--- src/rtl/div_tick_ctrl_if.sv ---
// Bus between the clkdiv/game-logic side and div_tick_ctrl.
// master: tap config, control and ack; slave: the tick controller.
interface div_tick_ctrl_if #(
   parameter int unsigned DIV_W  = 32,
   parameter int unsigned SEL_W  = 5,
   parameter int unsigned CNT_W  = 16,
   parameter int unsigned MISS_W = 8
);
   logic [DIV_W-1:0]  clkdiv;
   logic [SEL_W-1:0]  tap_sel;
   logic              enable;
   logic              pause;
   logic              clr;
   logic              tick_ack;
   logic              tick_req;
   logic [CNT_W-1:0]  tick_cnt;
   logic [MISS_W-1:0] miss_cnt;

   modport master (
      output clkdiv, tap_sel, enable, pause, clr, tick_ack,
      input  tick_req, tick_cnt, miss_cnt
   );

   modport slave (
      input  clkdiv, tap_sel, enable, pause, clr, tick_ack,
      output tick_req, tick_cnt, miss_cnt
   );
endinterface

--- src/rtl/div_tick_ctrl.sv ---
// Picks one clkdiv tap, turns its rising edges into held tick requests and counts ticks/misses.
// Build option TICK_MISS_SAT_EN: miss_cnt saturates instead of wrapping.
module div_tick_ctrl #(
   parameter int unsigned DIV_W  = 32,
   parameter int unsigned SEL_W  = 5,
   parameter int unsigned CNT_W  = 16,
   parameter int unsigned MISS_W = 8
) (
   input  logic            clk,
   input  logic            rst,
   div_tick_ctrl_if.slave  bus
);
   localparam int unsigned EXT_W = 1 << SEL_W;

   typedef enum logic [1:0] {
      IDLE  = 2'd0,
      PRIME = 2'd1,
      RUN   = 2'd2,
      PEND  = 2'd3
   } state_t;

   state_t             r_state;
   state_t             w_state_nxt;
   logic               r_tap_d;
   logic [SEL_W-1:0]   r_sel_d;
   logic               r_tick_req;
   logic [CNT_W-1:0]   r_tick_cnt;
   logic [MISS_W-1:0]  r_miss_cnt;

   logic [DIV_W-1:0]   w_clkdiv;
   logic [EXT_W-1:0]   w_div_ext;
   logic               w_tap;
   logic               w_sel_chg;
   logic               w_active;
   logic               w_rise;
   logic               w_tick_inc;
   logic               w_miss_inc;
   logic [MISS_W-1:0]  w_miss_nxt;

   // Taps at or above DIV_W read the zero-extended upper bits.
   assign w_clkdiv  = bus.clkdiv;
   assign w_div_ext = EXT_W'(w_clkdiv);
   assign w_tap     = w_div_ext[bus.tap_sel];

   assign w_sel_chg = (r_sel_d != bus.tap_sel);
   assign w_active  = (r_state == RUN) || (r_state == PEND);
   assign w_rise    = w_tap & ~r_tap_d & w_active & ~bus.pause
                      & bus.enable & ~w_sel_chg;

   // Next state and counter increments; disable beats tap change beats normal flow.
   always_comb begin
      w_state_nxt = r_state;
      w_tick_inc  = 1'b0;
      w_miss_inc  = 1'b0;
      if (!bus.enable) begin
         w_state_nxt = IDLE;
      end else if (w_sel_chg) begin
         w_state_nxt = PRIME;
      end else begin
         case (r_state)
            IDLE: begin
               w_state_nxt = PRIME;
            end
            PRIME: begin
               w_state_nxt = RUN;
            end
            RUN: begin
               if (w_rise) begin
                  w_state_nxt = PEND;
                  w_tick_inc  = 1'b1;
               end
            end
            PEND: begin
               if (w_rise) begin
                  w_tick_inc = 1'b1;
                  w_miss_inc = ~bus.tick_ack;
               end else if (bus.tick_ack) begin
                  w_state_nxt = RUN;
               end
            end
            default: begin
               w_state_nxt = IDLE;
            end
         endcase
      end
   end

`ifdef TICK_MISS_SAT_EN
   assign w_miss_nxt = (&r_miss_cnt) ? r_miss_cnt : r_miss_cnt + MISS_W'(1);
`else
   assign w_miss_nxt = r_miss_cnt + MISS_W'(1);
`endif

   always_ff @(posedge clk or posedge rst) begin
      if (rst) begin
         r_state <= IDLE;
      end else begin
         r_state <= w_state_nxt;
      end
   end

   // Edge-detect history and registered request flag.
   always_ff @(posedge clk or posedge rst) begin
      if (rst) begin
         r_tap_d    <= 1'b0;
         r_sel_d    <= '0;
         r_tick_req <= 1'b0;
      end else begin
         r_tap_d    <= w_tap;
         r_sel_d    <= bus.tap_sel;
         r_tick_req <= (w_state_nxt == PEND);
      end
   end

   // Clear has priority over any same-cycle increment.
   always_ff @(posedge clk or posedge rst) begin
      if (rst) begin
         r_tick_cnt <= '0;
         r_miss_cnt <= '0;
      end else if (bus.clr) begin
         r_tick_cnt <= '0;
         r_miss_cnt <= '0;
      end else begin
         if (w_tick_inc) begin
            r_tick_cnt <= r_tick_cnt + CNT_W'(1);
         end
         if (w_miss_inc) begin
            r_miss_cnt <= w_miss_nxt;
         end
      end
   end

   assign bus.tick_req = r_tick_req;
   assign bus.tick_cnt = r_tick_cnt;
   assign bus.miss_cnt = r_miss_cnt;
endmodule

--- src/flat_wrapper.sv ---
// flat-port wrapper written by rule: the top's interface ports become plain ports
module div_tick_ctrl_flat 
#(
   parameter int unsigned DIV_W  = 32,
   parameter int unsigned SEL_W  = 5,
   parameter int unsigned CNT_W  = 16,
   parameter int unsigned MISS_W = 8
)
  (clk, rst, bus_clkdiv, bus_tap_sel, bus_enable, bus_pause, bus_clr, bus_tick_ack, bus_tick_req, bus_tick_cnt, bus_miss_cnt);
  div_tick_ctrl_if #(.DIV_W(DIV_W), .SEL_W(SEL_W), .CNT_W(CNT_W), .MISS_W(MISS_W)) bus_i ();
  input  logic clk;
  input  logic rst;
  input wire logic [$bits(bus_i.clkdiv)-1:0] bus_clkdiv;
  input wire logic [$bits(bus_i.tap_sel)-1:0] bus_tap_sel;
  input wire logic [$bits(bus_i.enable)-1:0] bus_enable;
  input wire logic [$bits(bus_i.pause)-1:0] bus_pause;
  input wire logic [$bits(bus_i.clr)-1:0] bus_clr;
  input wire logic [$bits(bus_i.tick_ack)-1:0] bus_tick_ack;
  output wire logic [$bits(bus_i.tick_req)-1:0] bus_tick_req;
  output wire logic [$bits(bus_i.tick_cnt)-1:0] bus_tick_cnt;
  output wire logic [$bits(bus_i.miss_cnt)-1:0] bus_miss_cnt;
  assign bus_i.clkdiv = bus_clkdiv;
  assign bus_i.tap_sel = bus_tap_sel;
  assign bus_i.enable = bus_enable;
  assign bus_i.pause = bus_pause;
  assign bus_i.clr = bus_clr;
  assign bus_i.tick_ack = bus_tick_ack;
  assign bus_tick_req = bus_i.tick_req;
  assign bus_tick_cnt = bus_i.tick_cnt;
  assign bus_miss_cnt = bus_i.miss_cnt;
  div_tick_ctrl #(.DIV_W(DIV_W), .SEL_W(SEL_W), .CNT_W(CNT_W), .MISS_W(MISS_W)) u_core (.clk(clk), .rst(rst), .bus(bus_i));
endmodule
--- config.mk ---
export PLATFORM = sky130hd
export DESIGN_NAME = div_tick_ctrl_flat
export DESIGN_NICKNAME = d
export VERILOG_FILES = /design/src/rtl/div_tick_ctrl_if.sv /design/src/rtl/div_tick_ctrl.sv /design/src/flat_wrapper.sv
export SDC_FILE = /design/constraint.sdc
export NUM_CORES = 1
export LEC_CHECK = 0
export ABC_AREA = 1
export BUFFER_PORTS_ARGS = -buffer_cell sky130_fd_sc_hd__buf_2
export CAP_MARGIN = 40
export CORE_MARGIN = 10
export CORE_UTILIZATION = 45
export DETAILED_ROUTE_END_ITERATION = 8
export GPL_ROUTABILITY_DRIVEN = 0
export PLACE_DENSITY = 0.72
export SYNTH_ARGS = -nofsm -noshare
export SYNTH_HDL_FRONTEND = slang
export SYNTH_SLANG_ARGS = --single-unit
--- constraint.sdc ---
create_clock -name clk -period 2.6 [get_ports clk]
set_input_delay 0.52 -clock clk [delete_from_list [all_inputs] [get_ports clk]]
set_output_delay 0.52 -clock clk [all_outputs]
set_load 0.01 [all_outputs]
### Word-level counts from Yosys, hierarchy flattened

Index checks and enable logic that the tools add are counted.

* add/subtract/negate cells: 2
* bitwise logic cells: 9
* magnitude comparators: 1
* reduce and logical (&&, ||, !) cells: 5
* mux-type cells: 20
* eq/ne operators: 5

Operators by type and width (count)
* $mux W16: 2
* $add A16 B1 Y16 const B: 1
* $mux W8: 2
* $mux W2: 5
* $mux W1: 9
* $add A8 B1 Y8 const B: 1
* $pmux W2 S4: 1
* $eq A2 B2 Y1 const B: 3
* $lt A5 B6 Y1 const B: 1
* $and A1 B1 Y1: 5
* $bmux W1 S5: 1
* $ne A5 B5 Y1: 1
* $not A1 Y1: 4
* $reduce_bool A2 Y1: 2
* $eq A2 B1 Y1 const B: 1
* $logic_not A2 Y1: 1
* $reduce_or A2 Y1: 1
* $logic_or A1 B1 Y1: 1

* flip-flop bits (word level): 33
* output and inout bits: 25
* bits of input ports: 43

### Logic depth before layout (Yosys ltp)

Gate-level depths: netlist (run 1).

* word-level depth: 13
* mapped depth: 16
* gate-level depth less buffers: 14

### Worst setup path after synthesis (run 1)

No wires, ideal clock.

* path kind: input to register
* start point: in bus_tap_sel[0]
* end point: reg u_core.r_tick_cnt[12], in the netlist u_core.bus.tick_cnt[12]
* required time: 2464 ps
* library setup time: 136 ps
* path slack: 698 ps
* stages: 9
* data arrival time: 1766 ps
* cell sequence: buf_6 -> or2_1 -> a21oi_2 -> nand3_2 -> nor3_4 -> nand2_4 -> buf_6 -> nand3_1 -> o31ai_2

* word-level cells in the longest chain between the ends: 12
* elaborated cells on any way between the ends: 14
* those cells by class: eq/ne: 1; mux: 6; bitwise: 6; reduce/logical: 1

RTL lines
* from (decl): line flat_wrapper.sv:14 `input wire logic [$bits(bus_i.tap_sel)-1:0] bus_tap_sel;`
* $bmux W1 S5: line div_tick_ctrl.sv:43 `assign w_tap = w_div_ext[bus.tap_sel];`
* $mux W1 (not written as such): line div_tick_ctrl.sv:43
* $and A1 B1 Y1 (3 in series): line div_tick_ctrl.sv:47 `assign w_rise = w_tap & ~r_tap_d & w_active & ~bus.pause`
* $and A1 B1 Y1 (2 in series): line div_tick_ctrl.sv:48 `& bus.enable & ~w_sel_chg;`
* $mux W1: line div_tick_ctrl.sv:68, div_tick_ctrl.sv:74
* $mux W1
* $mux W1 (*): line div_tick_ctrl.sv:57 `end else if (w_sel_chg) begin`
* $mux W1 (*): line div_tick_ctrl.sv:55 `if (!bus.enable) begin`
* $reduce_bool A2 Y1 (no line) (*)
* to (signal assigned): line div_tick_ctrl.sv:125 `r_tick_cnt <= r_tick_cnt + CNT_W'(1);`
* to (decl): line div_tick_ctrl.sv:27 `logic [CNT_W-1:0] r_tick_cnt;`

Mark *: on every way between the ends. The rest lies on a longest branch, timed or not. The select of a mux whose other input is x is not followed.
A chain may end at the register's enable or synchronous reset.

### Worst setup path after layout (run 1)

* start point: in bus_tap_sel[0]
* end point: reg u_core.r_tick_cnt[1], in the netlist u_core.bus.tick_cnt[1]

* word-level cells in the longest chain between the ends: 12
* elaborated cells on any way between the ends: 14
* those cells by class: eq/ne: 1; mux: 6; bitwise: 6; reduce/logical: 1

RTL lines
* $bmux W1 S5: line div_tick_ctrl.sv:43
* $mux W1 (not written as such): line div_tick_ctrl.sv:43
* net u_core.w_tap: line div_tick_ctrl.sv:32 `logic w_tap;`
* $and A1 B1 Y1 (3 in series): line div_tick_ctrl.sv:47
* $and A1 B1 Y1 (2 in series): line div_tick_ctrl.sv:48
* $mux W1: line div_tick_ctrl.sv:68, div_tick_ctrl.sv:74
* $mux W1
* $mux W1: line div_tick_ctrl.sv:57
* $mux W1: line div_tick_ctrl.sv:55
* $reduce_bool A2 Y1 (no line)

The timed path passes the listed nets, and every way through them passes these cells. The select of a mux whose other input is x is not followed.

==> results of run 1 <==
[kinds of logic after synthesis]
kind of cell               count (synthesis)  synth area share (%)
and+or+nand+nor                          195                  40.4
AOI/OAI and AO/OA                         18                  5.31
buffers and inverters                     44                  9.42
xor gates and xnor gates                  15                  6.00
adders and majority gates                  2                  1.14
DFF                                       33                  37.7
[routing by layer]
metal | part of all wire, % | vias to the layer above | GRT usage [%]
li1 | - | 1127 | -
met1 | 43 | 989 | 15.7
met2 | 50 | 47 | 24.0
met3 | 5.6 | 8 | 4.82
met4 | 1.2 | 0 | 4.18
met5 | 0 | - | 0
[area by class of cell]
cell class / instances / area, um^2 / share of cell area [%]
clock buffers: 7 / 86.3 / 3.23
clock inverters: 1 / 30.0 / 1.13
inverters: 35 / 134 / 5.02
multi-input cells: 230 / 1160 / 43.4
flip-flops and latches: 33 / 826 / 30.9
well taps: 67 / 83.8 / 3.14
repair buffers: 69 / 350 / 13.1
[critical path: stages]
cell and delay, ns:
buf_2 0.31, inv_4 0.15, nand2_1 0.10, nand3_1 0.08, nand3_1 0.10, nand2_1 0.05
nand2_1 0.07, nand2_1 0.05, nand2_1 0.06, nand2_2 0.13, nand2_4 0.19, nand2_4 0.16
nand3_1 0.11, o21ai_1 0.06
[Yosys cell counts]
cell	number
a21oi_2	1
nand2_4	2
buf_4	2
inv_1	34
xor2_1	14
or2_1	1
o21ai_0	2
nand2_1	85
nand4_1	11
nor2_1	36
o31ai_2	3
ha_1	2
nor3_4	1
nand2_2	1
nand3_1	40
a21oi_1	3
nor4_1	5
clkbuf_1	2
inv_4	1
buf_6	4
nor3_2	2
dfrtp_1	33
xnor2_1	1
o21ai_1	9
buf_2	1
nor3_1	10
nand3_2	1
[per-stage QoR]
stage               setup WS (ns)  instances  utilization, %
finish                      0.621        442            56.5
global route                0.371        442            56.5
CTS                         0.631        442            56.5
detailed placement          0.311        434            54.0
global placement            0.389        434            54.0
floorplan                   0.698        307               -
[flip-flops by register name, indices dropped and copies added, names as in the netlist]
signal               count
u_core.bus.tick_cnt     16
u_core.bus.miss_cnt      8
u_core.r_sel_d           5
u_core.r_state           2
u_core.bus.tick_req      1
u_core.r_tap_d           1
[path summary, 6_finish.rpt]
| check | endpoint | slack [ns] | depth (start not counted) |
|---|---|---|---|
| worst max-delay path | u_core.bus.tick_cnt[1]$_DFFE_PP0P_ | 0.62 | 14 |
| worst min-delay path | u_core.bus.tick_cnt[5]$_DFFE_PP0P_ | 0.30 | 3 |
| worst max register to register | u_core.bus.tick_cnt[1]$_DFFE_PP0P_ | 0.78 | 8 |
| worst min register to register | u_core.bus.miss_cnt[4]$_DFFE_PP0P_ | 0.54 | 2 |
| max in group asynchronous | u_core.bus.miss_cnt[5]$_DFFE_PP0P_ | 1.99 | 3 |
| min in group clk | u_core.r_sel_d[4]$_DFF_PP0_ | 0.41 | 1 |
[power by group]
| part | leakage, nW | internal (mW) | switching [mW] |
|---|---|---|---|
| Clock | 0.0585 | 0.312 | 0.185 |
| Sequential | 0.444 | 0.524 | 0.00885 |
| Combinational | 0.882 | 0.0589 | 0.0956 |
==> metrics.txt, run 1 <==
Slew Limit Fails=0; Total Routing Usage GR=13.9%; initial antenna violation count=0; PwrDens=444 mW/mm^2; Post-Place Cell Area=0.00255 mm^2; Layout area overhead=21.8%; via count=2,171; number of H-tree levels=2; commonest non-fill, non-tap cell in the layout=nand2_1; die height=89.8 um; yosys warns=0; Critical Path Source Type=input port; share of Yosys cell area claimed by the top area cell type=37.7%; drt pass-1 iters=6; total gr overflow=0; largest area contributor in the netlist=dfrtp_1; P_leak=1.38 nW; Layout fillers=449; WHS=0.299 ns; Die Width=89.8 um; vias per inst=4.91; Synth Net Count=352; highest clock rate=0.505 GHz; CTS tree=built; Distinct cells, synth=27; CTS max path bufs=2; worst-skew pair later-pin latency=0.29 ns; final setup TNS=0 ns; Netlist Area Pre-Place=0.00219 mm^2; core footprint=0.00472 mm^2; Total Power=1.19 mW; hold-fix buffer count after cts=0; relative slew slack=68.9%; Synth Register Bits=33; largest net degree at the start of global routing=34; MaxCap Viol Count=0; Site Rows=25; Ant. Diodes=0; post-cts resize count=0; root buf cell=clkbuf_8; Port Buf Inserts=67; routed wire length=5.55 mm; cells after synthesis=307; Num CTS Buffers=5; # IOs=68; Setup CP Type=in2reg; hpwl dp=4.40 mm; top cells by area, synth=dfrtp_1 (38%), nand2_1 (15%), nand3_1 (9.1%); total die area=0.00806 mm^2; worst-margin pin slew=0.465 ns; fin nets=419; Final Hold Viols=0; CP max FO=20; Clk pin slew, worst setup/hold paths=0.07 ns; worst path required time=2.78 ns; first-pass GRT wire length=9.60 mm; status=completed; fin crit period=1.98 ns; Avg Inst Size Synth=7.14 um^2; endpoints failing setup=0; Worst EP arrival=2.16 ns; Finished Cell Area=0.00267 mm^2; final worst-path cycle share=76.1%; Worst Setup SP=bus_tap_sel[0]; register area share after synthesis=37.7%; CP Capture Type=flop; Clock Skew=0.00602 ns; starting density of the core=46.4%; Initial DRC Count=106; post-CTS setup buffer count=0; Final ANT Viol Nets=0; Peak supply drop=0.199 mV; unrepaired setup endpoints after global routing=no; vias in the first global route=2,130; most frequent cells in the layout=nand2_1 (85), buf_2 (67), nand3_1 (40), nor2_1 (36), inv_1 (34); Residual DRC=0; worst r2r src=u_core.r_sel_d[0]$_DFF_PP0_; post-DR wirelength/cell=12.6 um; Sink Count=33; share of post-route cells with drive strength above 1=23.5%; worst hold path class=in2async
(Power assumes the default switching activity.)
==> run 2, diff against run 1 <==
Settings changed: ABC_AREA 1 to 0, PLACE_DENSITY 0.72 to 0.73.
Clock period 2.6 ns to 1.85 ns, I/O delays scaled along.
==> run 2 against run 1 <==
The flow now finishes with violations (negative setup slack). Non-clock buffer count rose by 26. Largest power group unchanged. Count of clock-buffer cells in the layout did not move. Largest cell class unchanged. Sequential power rose by 38%. Area after synthesis fell by 12%. Register-to-register slack got worse by 1.1 ns. Critical path depth fell by 6. Clock power rose by 20%.
==> metrics.txt, run 2 <==
status=finished with violations (was completed); violated checks=negative setup slack; top post-synthesis cells by count=dfrtp_1 (33), mux2i_1 (18), a21oi_1 (17) (was nand2_1 (85), nand3_1 (40), nor2_1 (36)); Netlist Area Pre-Place=0.00194 mm^2 (was 0.00219 mm^2); PwrDens=566 mW/mm^2 (was 444 mW/mm^2); Worst EP arrival=2.42 ns (was 2.16 ns); Ant. Diodes=0 (unchanged); Peak supply drop=0.471 mV (was 0.199 mV); Layout fillers=341 (was 449); Synth Net Count=248 (was 352); worst r2r src=u_core.r_sel_d[4]$_DFF_PP0_ (was u_core.r_sel_d[0]$_DFF_PP0_); Clock Skew=0.00314 ns (was 0.00602 ns); fin nets=341 (was 419); root buf cell=clkbuf_8 (unchanged); reg2reg end=u_core.bus.tick_cnt[4]$_DFFE_PP0P_ (was u_core.bus.tick_cnt[1]$_DFFE_PP0P_); Layout area overhead=40.0% (was 21.8%); non-filler cells, final=347 (was 442); Die Width=85.6 um (was 89.8 um); worst path required time=2.06 ns (was 2.78 ns); Total Routing Usage GR=15.0% (was 13.9%); largest area contributor in the netlist=dfrtp_1 (unchanged); fin worst setup slack=-0.364 ns (was 0.621 ns); most frequent cells in the layout=buf_2 (66), dfrtp_1 (33), buf_4 (25), mux2i_1 (18), nor2_1 (16) (was nand2_1 (85), buf_2 (67), nand3_1 (40), nor2_1 (36), inv_1 (34)); final worst-path cycle share=120%; Port Buf Inserts=67 (unchanged); WHS=0.168 ns (was 0.299 ns); number of synthesized flops with an enable pin=0 (unchanged); Worst R2R Path Depth=8 (unchanged); Final Hold Viols=0 (unchanged); Final ANT Viol Nets=0 (unchanged); drt pass-1 iters=4 (was 6); largest net degree at the start of global routing=34 (unchanged); yosys warns=0 (unchanged); top cells by area, synth=dfrtp_1 (43%), mux2i_1 (9.3%), a21oi_1 (4.4%) (was dfrtp_1 (38%), nand2_1 (15%), nand3_1 (9.1%)); total die area=0.00732 mm^2 (was 0.00806 mm^2); worst hold path class=in2async (unchanged); MaxCap Viol Count=0 (unchanged); routed wire length=5.44 mm (was 5.55 mm); Largest stage delay, worst path=0.54 ns (was 0.31 ns); Setup CP Type=reg2reg (was in2reg); worst-skew pair later-pin latency=0.28 ns (was 0.29 ns); share of Yosys cell area claimed by the top area cell type=42.7% (was 37.7%); vias per inst=5.46 (was 4.91); Avg Inst Size Synth=9.54 um^2 (was 7.14 um^2); CP max FO=26 (was 20); endpoints failing setup=25 (was 0); Critical Path Source Type=flop (was input port); cells after synthesis=203 (was 307); CTS max path bufs=2 (unchanged); # IOs=68 (unchanged); Clk pin slew, worst setup/hold paths=0.07 ns (about the same); Synth Flop Type=dfrtp_1 (unchanged); number of flip-flops in the largest register=16 (unchanged); Worst R2R Setup Slack=-0.36 ns (was 0.78 ns); die height=85.6 um (was 89.8 um); Residual DRC=0 (unchanged); CTS tree=built (unchanged); vias in the first global route=2,041 (was 2,130); post-DR wirelength/cell=15.7 um (was 12.6 um); crit-path cells=xor2_1 > nor3_2 > nand3_2 > nor4_4 > o21ai_2 > buf_12 > or4b_4 > a21oi_2 (was buf_2 > inv_4 > nand2_1 > nand3_1 > nand3_1 > nand2_1 > nand2_1 > nand2_1 > nand2_1 > nand2_2 > nand2_4 > nand2_4 > nand3_1 > o21ai_1); starting density of the core=47.4% (was 46.4%); hpwl dp=4.12 mm (was 4.40 mm); fraction of registers with async set/reset=100% (unchanged); total gr overflow=0 (unchanged); via count=1,896 (was 2,171); Worst Setup SP=u_core.r_sel_d[4]$_DFF_PP0_ (was bus_tap_sel[0]); Initial DRC Count=66 (was 106); most common cell in the synthesized netlist=dfrtp_1 (was nand2_1); Num CTS Buffers=5 (unchanged); P_leak=1.32 nW (was 1.38 nW); Slew Limit Fails=0 (unchanged); first-pass GRT wire length=9.14 mm (was 9.60 mm); Worst path slowest cell=or4b_4 (was buf_2); CP Capture Type=flop (unchanged); Site Rows=23 (was 25); highest clock rate=0.452 GHz; number of instances in the placed design=338 (was 434); initial antenna violation count=0 (unchanged); unrepaired setup endpoints after global routing=yes (was no); commonest non-fill, non-tap cell in the layout=buf_2 (was nand2_1); share of post-route cells with drive strength above 1=42.8% (was 23.5%); number of H-tree levels=2 (unchanged); register area share after synthesis=42.7% (was 37.7%); worst-margin pin slew=0.558 ns (was 0.465 ns); Distinct cells, synth=41 (was 27); fin crit period=2.21 ns; core footprint=0.00409 mm^2 (was 0.00472 mm^2); relative slew slack=62.8% (was 68.9%); Synth Register Bits=33 (unchanged); Critical Path End=u_core.bus.tick_cnt[4]$_DFFE_PP0P_ (was u_core.bus.tick_cnt[1]$_DFFE_PP0P_); Sink Count=33 (unchanged)
run 2: changes by cell type after synthesis, moves of 14 or more:
cell	change
nand3_1	-27
nand2_1	-70
inv_1	-29
mux2i_1	+18
nor2_1	-20
a21oi_1	+14
run 2: cell families (layout without fill, tap and decap cells):
group                      count (synthesis)  after routing  synth area share [%]
AOI/OAI and AO/OA                         44             44                  14.4
DFF                                       33             33                  42.7
muxes                                     21             21                  11.1
xor gates and xnor gates                   9              9                  4.07
buffers and inverters                     14            108                  3.81
and+or+nand+nor                           80             80                  22.8
adders and majority gates                  2              2                  1.29
run 2: repair_timing:
item | 4_1_cts | 5_1_grt
setup buffers | 1 | 0
endpoints found under the setup margin | 22 | 26
resized for setup | 10 | 10
pin swaps | 3 | 6
hold buffers | 0 | 0
run 2: cell type report:
cell class | count | area (um^2) | share of cell area, %
timing repair buffer | 95 | 572 | 21.1
multi-input combinational | 156 | 1130 | 41.7
sequential | 33 | 826 | 30.5
clock inverter | 1 | 5.00 | 0.185
tap | 50 | 62.6 | 2.31
inverter | 5 | 18.8 | 0.693
clock buffer | 7 | 96.3 | 3.55
run 2: routing by layer:
layer	GRT usage, %	wire length, um	vias to the layer above
li1	-	-	931
met1	16.0	2240	914
met2	27.2	2850	42
met3	4.73	263	9
met4	4.79	78	0
met5	0	0	-
run 2: where the power goes:
| group | switching (mW) | internal [mW] |
|---|---|---|
| clock | 0.262 | 0.336 |
| sequential | 0.00672 | 0.732 |
| combinational | 0.102 | 0.0951 |
run 2: worst min-delay path by stage:
| stage | end |
|---|---|
| 2_1_floorplan | u_core.r_sel_d[0]$_DFF_PP0_ |
| 3_3_place_gp | u_core.r_state[1]$_DFF_PP0_ |
| 3_5_place_dp | u_core.r_state[1]$_DFF_PP0_ |
| 4_1_cts | u_core.bus.tick_cnt[6]$_DFFE_PP0P_ |
| 5_1_grt | u_core.bus.tick_cnt[6]$_DFFE_PP0P_ |
| 6_report | u_core.r_state[1]$_DFF_PP0_ |
run 2: metrics by stage:
stage	utilization (%)	instance area, um^2	setup slack (ns)	power (mW)	setup TNS [ns]
4_1_cts	65.3	2670	-0.323	1.54	-4.64
5_1_grt	66.3	2710	-0.469	1.61	-8.48
3_3_place_gp	61.5	2510	-0.457	0.937	-9.07
6_report	66.3	2710	-0.364	1.53	-5.61
3_5_place_dp	61.5	2510	-0.585	0.942	-10.66
2_1_floorplan	-	1970	-0.337	0.856	-3.70
run 2: worst max-delay path, delay by kind of cell (launching register included):
| kind | cells | cell delay [ns] |
|---|---|---|
| compound gates | 2 | 0.23 |
| xor+xnor | 1 | 0.15 |
| buf+inv | 1 | 0.17 |
| flops | 1 | 0.38 |
| simple gates | 4 | 1.20 |
==> run 3, diff against run 2 <==
Settings changed: REMOVE_ABC_BUFFERS set to 1.
==> run 3 against run 2 <==
The flow still finishes with violations (negative setup slack). Combinational power is 3% higher. Total power is 0.55% higher. Sequential share of layout area is 0.46 points lower. Count of clock-buffer cells in the layout stayed put. Clock power is 0.7% higher. Register-to-register slack better by 0.07 ns. Critical endpoint is now u_core.bus.tick_cnt[5]$_DFFE_PP0P_. Critical path depth stayed put. Via count is 1.0% lower. Cell area is 1.5% higher. First-iteration DRC count is 23% higher.
==> metrics.txt, run 3 (synthesized netlist as in run 2, its figures left out) <==
fin nets=342 (was 341); internal power component=1.17 mW (was 1.16 mW); Die Width=85.6 um (unchanged); Critical Path Source Type=flop (unchanged); CP Capture Type=flop (unchanged); vias in the first global route=1,905 (was 2,041); Slew Limit Fails=0 (unchanged); Net Sw Frac=24.2% (about the same); Setup CP Type=reg2reg (unchanged); Ant. Diodes=0 (unchanged); Final Hold Viols=0 (unchanged); worst r2r src=u_core.r_sel_d[1]$_DFF_PP0_ (was u_core.r_sel_d[4]$_DFF_PP0_); Port Buf Inserts=67 (unchanged); Worst EP arrival=2.36 ns (was 2.42 ns); CP delay by family, top=simple AND/OR/NAND/NOR gates (unchanged); total die area=0.00732 mm^2 (unchanged); Initial DRC Count=81 (was 66); initial antenna violation count=0 (unchanged); fin worst setup slack=-0.290 ns (was -0.364 ns); Clock Skew=0.00722 ns (was 0.00314 ns); drt pass-1 iters=4 (unchanged); root buf cell=clkbuf_8 (unchanged); via count=1,877 (was 1,896); Largest stage delay, worst path=0.52 ns (was 0.54 ns); worst-margin pin slew=0.416 ns (was 0.558 ns); Final ANT Viol Nets=0 (unchanged); relative slew slack=72.2% (was 62.8%); Sink Count=33 (unchanged); PwrDens=561 mW/mm^2 (was 566 mW/mm^2); worst path required time=2.07 ns (was 2.06 ns); unrepaired setup endpoints after global routing=yes (unchanged); Net Switching=374 uW (was 371 uW); starting density of the core=47.4% (unchanged); Clk pin slew, worst setup/hold paths=0.07 ns (about the same); Worst R2R Setup Slack=-0.29 ns (was -0.36 ns); Layout fillers=324 (was 341); P_leak=1.34 nW (was 1.32 nW); worst hold path class=in2async (unchanged); worst-skew pair later-pin latency=0.29 ns (was 0.28 ns); vias per inst=5.39 (was 5.46); highest clock rate=0.467 GHz (was 0.452 GHz); Layout area overhead=42.1% (was 40.0%); CTS tree=built (unchanged); number of flip-flops in the largest register=16 (unchanged); most frequent cells in the layout=buf_2 (66), dfrtp_1 (33), buf_4 (21), mux2i_1 (18), nor2_1 (16) (was buf_2 (66), dfrtp_1 (33), buf_4 (25), mux2i_1 (18), nor2_1 (16)); first-pass GRT wire length=8.65 mm (was 9.14 mm); crit-path cells=xor2_1 > nor3_2 > nand3_2 > nor4_4 > o21ai_2 > buf_12 > or4_1 > a21oi_2 (was xor2_1 > nor3_2 > nand3_2 > nor4_4 > o21ai_2 > buf_12 > or4b_4 > a21oi_2); Num CTS Buffers=5 (unchanged); Worst R2R Path Depth=8 (unchanged); hpwl dp=4.01 mm (was 4.12 mm); routed wire length=5.29 mm (was 5.44 mm); endpoints failing setup=18 (was 25); die height=85.6 um (unchanged); Peak supply drop=0.423 mV (was 0.471 mV); reg2reg end=u_core.bus.tick_cnt[5]$_DFFE_PP0P_ (was u_core.bus.tick_cnt[4]$_DFFE_PP0P_); Bufs and invs on worst path=1 (unchanged); CP max FO=20 (was 26); status=finished with violations (unchanged); commonest non-fill, non-tap cell in the layout=buf_2 (unchanged); fin crit period=2.14 ns (was 2.21 ns); combinational fraction of design power=13.2% (was 12.9%); MaxCap Viol Count=0 (unchanged); Total Routing Usage GR=14.1% (was 15.0%); share of post-route cells with drive strength above 1=41.9% (was 42.8%); final worst-path cycle share=116% (was 120%); number of H-tree levels=2 (unchanged); Site Rows=23 (unchanged); total gr overflow=0 (unchanged); Residual DRC=0 (unchanged); Clock power frac=39.0% (about the same); violated checks=negative setup slack (unchanged); post-layout util=67.3% (was 66.3%); sequential power share=47.8% (was 48.1%); core footprint=0.00409 mm^2 (unchanged); post-DR wirelength/cell=15.2 um (was 15.7 um); Total Power=1.54 mW (was 1.53 mW); CTS max path bufs=2 (unchanged); largest net degree at the start of global routing=34 (unchanged); Worst path slowest cell=or4_1 (was or4b_4); # IOs=68 (unchanged)
-- run 3: worst reg2reg max path, delay by kind of cell (launching register included) --
family | cells | cell delay (ns)
AOI/OAI and AO/OA | 2 | 0.29
xor gates and xnor gates | 1 | 0.17
buffers and inverters | 1 | 0.17
DFF | 1 | 0.37
and+or+nand+nor | 4 | 1.07
-- run 3: worst max path at each step --
stage	startpoint	to	depth (start not counted)
floorplan	bus_tap_sel[4]	u_core.bus.tick_cnt[15]$_DFFE_PP0P_	7
global placement	bus_tap_sel[4]	u_core.bus.tick_cnt[15]$_DFFE_PP0P_	9
detailed placement	bus_tap_sel[4]	u_core.bus.tick_cnt[15]$_DFFE_PP0P_	9
CTS	u_core.r_sel_d[4]$_DFF_PP0_	u_core.bus.tick_cnt[4]$_DFFE_PP0P_	8
global route	u_core.r_sel_d[4]$_DFF_PP0_	u_core.bus.tick_cnt[11]$_DFFE_PP0P_	8
finish	u_core.r_sel_d[1]$_DFF_PP0_	u_core.bus.tick_cnt[5]$_DFFE_PP0P_	8
-- run 3: per-stage QoR --
stage,instances,hold slack [ns],area [um^2],TNS [ns],worst slack (ns)
2_1_floorplan,194,0.401,1880,-5.07,-0.414
3_3_place_gp,334,0.477,2480,-6.17,-0.392
3_5_place_dp,334,0.480,2480,-6.88,-0.419
4_1_cts,345,0.167,2650,-3.15,-0.264
5_1_grt,348,0.219,2750,-5.73,-0.394
6_report,348,0.156,2750,-3.42,-0.290
-- run 3: routing by layer --
layer / global-route usage [%] / part of all wire [%]
met5: 0 / 0
met4: 4.49 / 1.2
met3: 4.07 / 5.1
met2: 25.0 / 52
met1: 15.7 / 42
-- run 3: power groups by stage --
stage                     registers, mW  logic (mW)  clock network (mW)
final                             0.738       0.203               0.602
after global routing              0.738       0.226               0.641
after CTS                         0.738       0.200               0.611
after detailed placement          0.752       0.187                   0
after global placement            0.751       0.184                   0
after floorplan                   0.750      0.0799                   0
-- run 3: layout make-up --
| type | instances | area [um^2] | area share, % |
|---|---|---|---|
| clock buffers | 7 | 96.3 | 3.50 |
| repair buffers | 96 | 623 | 22.6 |
| well taps | 50 | 62.6 | 2.27 |
| clock inverters | 1 | 5.00 | 0.182 |
| inverters | 5 | 18.8 | 0.682 |
| multi-input cells | 156 | 1120 | 40.7 |
| flip-flops and latches | 33 | 826 | 30.0 |
-- run 3: timing repair --
item / CTS / global route
pin swaps: 3 / 5
gates cloned: 1 / 0
buffers inserted: 2 / 3
endpoints found under the setup margin: 20 / 23
gates resized for setup: 9 / 16
hold buffers: 0 / 0
